[src/rtl/fetch_queue.sv]
`default_nettype none
// fetch_queue (rev 1.0): sequential instruction fetcher that buffers up to DEPTH
// {pc, inst} pairs for the decoder and discards cache responses made stale by a flush.
module fetch_queue #(
   parameter int          DEPTH    = 4,
   parameter logic [31:0] RESET_PC = 32'h0,
   parameter int          CNT_W    = $clog2(DEPTH) + 1
) (
   input  logic             clk_in,
   input  logic             rst_in,
   input  logic             rdy_in,
   output logic             icache_req_out,
   output logic [31:0]      icache_addr_out,
   input  logic             icache_grant_in,
   input  logic             icache_valid_in,
   input  logic [31:0]      icache_inst_in,
   output logic             dec_valid_out,
   output logic [31:0]      dec_inst_out,
   output logic [31:0]      dec_pc_out,
   input  logic             dec_ready_in,
   input  logic             dec_redirect_in,
   input  logic [31:0]      dec_redirect_pc_in,
   input  logic             rob_clear_in,
   input  logic [31:0]      rob_rst_addr_in,
   output logic [CNT_W-1:0] count_out
);

   localparam int PTR_W = $clog2(DEPTH);

   typedef enum logic [1:0] {
      IDLE = 2'd0,
      REQ  = 2'd1,
      WAIT = 2'd2,
      DROP = 2'd3
   } state_t;

   state_t           state;
   state_t           state_nxt;
   logic [31:0]      fetch_pc;
   logic [PTR_W-1:0] head;
   logic [PTR_W-1:0] tail;
   logic [CNT_W-1:0] count;
   logic [31:0]      inst_mem [DEPTH];
   logic [31:0]      pc_mem   [DEPTH];

   logic             flush;
   logic [31:0]      flush_target;
   logic             push;
   logic             pop;
   logic             slot_free;

   assign flush        = rob_clear_in | dec_redirect_in;
   assign flush_target = rob_clear_in ? rob_rst_addr_in : dec_redirect_pc_in;
   assign push         = (state == WAIT) & icache_valid_in & ~flush;
   assign pop          = (count != '0) & dec_ready_in & ~flush;

   // An outstanding granted request already owns one slot.
   assign slot_free = ({1'b0, count} + {{CNT_W{1'b0}}, (state == WAIT)}) < (CNT_W + 1)'(DEPTH);

   always_comb begin
      state_nxt = state;
      case (state)
         IDLE: if (!flush && slot_free) state_nxt = REQ;
         REQ: begin
            if (flush)                state_nxt = IDLE;
            else if (icache_grant_in) state_nxt = WAIT;
         end
         WAIT: begin
            if (icache_valid_in) state_nxt = IDLE;
            else if (flush)      state_nxt = DROP;
         end
         DROP: if (icache_valid_in) state_nxt = IDLE;
         default: state_nxt = IDLE;
      endcase
   end

   always_ff @(posedge clk_in or posedge rst_in) begin
      if (rst_in) begin
         state    <= IDLE;
         fetch_pc <= RESET_PC;
         head     <= '0;
         tail     <= '0;
         count    <= '0;
      end else if (rdy_in) begin
         state <= state_nxt;
         if (flush) begin
            fetch_pc <= flush_target;
            head     <= '0;
            tail     <= '0;
            count    <= '0;
         end else begin
            if (push) begin
               tail     <= tail + PTR_W'(1);
               fetch_pc <= fetch_pc + 32'd4;
            end
            if (pop) head <= head + PTR_W'(1);
            case ({push, pop})
               2'b10:   count <= count + CNT_W'(1);
               2'b01:   count <= count - CNT_W'(1);
               default: count <= count;
            endcase
         end
      end
   end

   // Storage needs no reset: entries are only observable once counted.
   always_ff @(posedge clk_in) begin
      if (rdy_in && push) begin
         inst_mem[tail] <= icache_inst_in;
         pc_mem[tail]   <= fetch_pc;
      end
   end

   assign icache_req_out  = (state == REQ) & ~flush;
   assign icache_addr_out = fetch_pc;
   assign dec_valid_out   = (count != '0) & ~rob_clear_in;
   assign dec_inst_out    = inst_mem[head];
   assign dec_pc_out      = pc_mem[head];
   assign count_out       = count;

endmodule
`default_nettype wire
[config.mk]
export PLATFORM = sky130hd
export DESIGN_NAME = fetch_queue
export DESIGN_NICKNAME = d
export VERILOG_FILES = /design/src/rtl/fetch_queue.sv
export SDC_FILE = /design/constraint.sdc
export NUM_CORES = 1
export LEC_CHECK = 0
export BUFFER_PORTS_ARGS = -buffer_cell sky130_fd_sc_hd__clkbuf_2
export CAP_MARGIN = 20
export CORE_UTILIZATION = 56
export CTS_CLUSTER_SIZE = 20
export DETAILED_ROUTE_END_ITERATION = 10
export PLACE_DENSITY = 0.77
export SYNTH_ARGS = -nofsm -noshare
export SYNTH_HDL_FRONTEND = slang
export SYNTH_SLANG_ARGS = --single-unit
[constraint.sdc]
create_clock -name clk_in -period 4 [get_ports clk_in]
set_input_delay 0.6 -clock clk_in [delete_from_list [all_inputs] [get_ports clk_in]]
set_output_delay 0.6 -clock clk_in [all_outputs]
set_load 0.02 [all_outputs]
==> flow_metrics.tcl <==
set metrics [dict create \
    synth_seq_cells 297 \
    final_common_cell "edfxtp_1" \
    drc 0 \
    worst_slew_pin_slew_ps 981 \
    p_leak_uw 0.00512 \
    p_sw_share_pct 23.6 \
    htree_levels 1 \
    ys_async_sr_fraction_pct 13.8 \
    layout-drive-gt1-share_pct 35.7 \
    fin_skew_ps 6.93 \
    postPlaceCellArea_um2 13500 \
    io_pins 205 \
    cts_made_buffers 28 \
    grt_remaining_overflow 0 \
    syn_to_final_growth_pct 17.9 \
    avgSynthCellArea_um2 17.0 \
    start_util_pct 57.5 \
    endpoint_kind "output port" \
    place_inst 1164 \
    ys_warn_count 0 \
    pwr-share-comb_pct 8.1 \
    fin_area_um2 14400 \
    fin_setup_tns_ps 0 \
    utilization_pct 67.8 \
    fin_crit_sh_pct 76.4 \
    synthCells 719 \
    syn_area_um2 12200 \
    diodes 0 \
    timing.rr.end "icache_addr_out[24]" \
    grt_pass1_vias 7396 \
    ys_seq_area_share_pct 71.4 \
    core_region_area_um2 21200 \
    cp_max_fo 46 \
    cts_sinks 297 \
    outcome "completed" \
    clk_latency_ps 530 \
    rows 53 \
    yosys.cell_types.count 61 \
    antenna_left 0 \
    arrival_ps 2450 \
    die_x_um 150 \
    drt-pass1-iter-count 5 \
    slew_headroom_pct 34.6 \
    wl_um 27200 \
    cts_setup_buffers 0 \
    final_nets 1029 \
    synth_edf_count 256 \
    die_h_um 150 \
    r2r_start "icache_addr_out[2]" \
    syn_nets 829 \
    clkPwrFrac_pct 37.6 \
    instances_no_fill 1214 \
    grt_pass1_wl_um 41900 \
    finalSetupViolations 0 \
    cp-start-kind "flop" \
    path_class "reg2out" \
    cp_data_required_time_ps 3400 \
    final_cell_mix "edfxtp_1 (256), clkbuf_2 (204), mux4_2 (64)" \
    ir_drop_mv 0.224 \
    cts_root_buf "clkbuf_16" \
    track_usage_pct 25.2 \
    worstHoldPathType "in2async" \
    clock.fmax_mhz 327 \
    switchingPower_uw 1620 \
    rsz0062_at_grt "false" \
    synthFlopType "edfxtp_1" \
    vias 7468 \
    r2r_cells 6 \
    max-cap-violations 0 \
    drtIter0Drc 481 \
    grt_max_degree 67 \
    hold_violations 0 \
    routedWlPerCell_um 22.4 \
    min_period_ps 3050 \
    cts_resized 0 \
    cts_buffer_depth 3 \
    internal_power_uw 5220 \
    postCtsHoldBufs 0 \
    dieArea_um2 22400 \
    powerDensity_nw_per_um2 475 \
    clk_pin_slew_worst_paths_ps 60 \
    maxSlewViolCount 0 \
    post-dp-hpwl_um 17400 \
    cts_tree "yes" \
    p_seq_share_pct 54.3 \
    port_buffers 204 \
    gp_congestion 0.894 \
    drt-vias-per-instance 6.15 \
    r2r_slack_ps 1520 \
    antenna_found_initial 0 \
]
==> layer usage <==
metal  wire length, um  global-route usage (%)
met1             11200                    36.0
met2             13200                    40.2
met3              2300                    4.51
met4               540                    7.09
met5                 0                       0
==> critical path, cell delays in order, from the launching register on <==
cell      delay, ps
dfrtp_4         720
buf_12          400
mux4_2          610
clkbuf_2        190
==> cells by family (layout without fill, tap and decap cells) <==
group	after synthesis	count (layout)	share of synthesized area [%]
buffers and inverters	56	276	2.02
muxes	68	68	12.1
and+or+nand+nor	144	144	6.30
DFF	297	297	71.4
xor gates and xnor gates	2	2	0.144
AOI/OAI and AO/OA	146	146	7.29
adders and majority gates	6	6	0.677
==> Yosys cell counts (all sizes together), types with 3 or more instances <==
cell type | n | share of area, %
ha | 5 | 0.51
nor4 | 3 | 0.15
and3 | 17 | 0.88
o211ai | 4 | 0.25
nor3 | 11 | 0.58
a21oi | 40 | 1.6
nand2 | 51 | 1.6
or3 | 4 | 0.21
o22a | 5 | 0.36
nand3 | 19 | 0.98
o22ai | 6 | 0.31
buf | 18 | 0.74
and4 | 4 | 0.30
clkbuf | 26 | 0.91
mux4 | 64 | 12
edfxtp | 256 | 63
nand4 | 7 | 0.48
a31oi | 11 | 0.56
o21ai | 51 | 2.1
mux2i | 4 | 0.33
inv | 12 | 0.37
a22o | 3 | 0.22
dfrtp | 41 | 8.4
a41oi | 3 | 0.22
nor2 | 21 | 0.69
o31a | 3 | 0.23
==> state kept, by name, indices dropped and copies added (netlist names) <==
signal,flops
count_out,3
head,2
icache_addr_out,32
inst_mem,128
pc_mem,128
state,2
tail,2
==> through the flow <==
stage	hold slack (ps)	setup WS [ps]	power, uW
floorplan	511	774	4030
global placement	558	1210	4310
detailed placement	563	1150	4320
CTS	25.9	871	6860
global route	56.1	781	7060
finish	37.9	946	6840
==> worst max path at each step <==
stage / cells past startpoint / endpoint / startpoint / slack [ps]
after floorplan: 4 / inst_mem[0][0] / rob_clear_in / 770
after global placement: 4 / inst_mem[2][30] / rdy_in / 1210
after detailed placement: 4 / inst_mem[2][30] / rdy_in / 1150
after CTS: 3 / dec_pc_out[9] / head[0] / 870
after global routing: 3 / dec_pc_out[27] / head[0] / 780
final: 3 / dec_pc_out[27] / head[0] / 950
==> area by class of cell <==
type / instances / area [um^2]
Tap cell: 275 / 344
Clock inverter: 15 / 148
Timing Repair Buffer: 214 / 1120
Inverter: 12 / 45.0
Multi-Input combinational cell: 366 / 3260
Clock buffer: 35 / 748
Sequential cell: 297 / 8720
Fill cell: 1461 / 6830
==> power groups by stage <==
stage,clock network (uW),logic [uW],registers (uW)
global placement,0,545,3760
floorplan,0,300,3740
finish,2570,557,3710
global route,2720,610,3720
CTS,2600,558,3700
detailed placement,0,554,3770
Note: power is estimated with default switching activity, not from simulation.
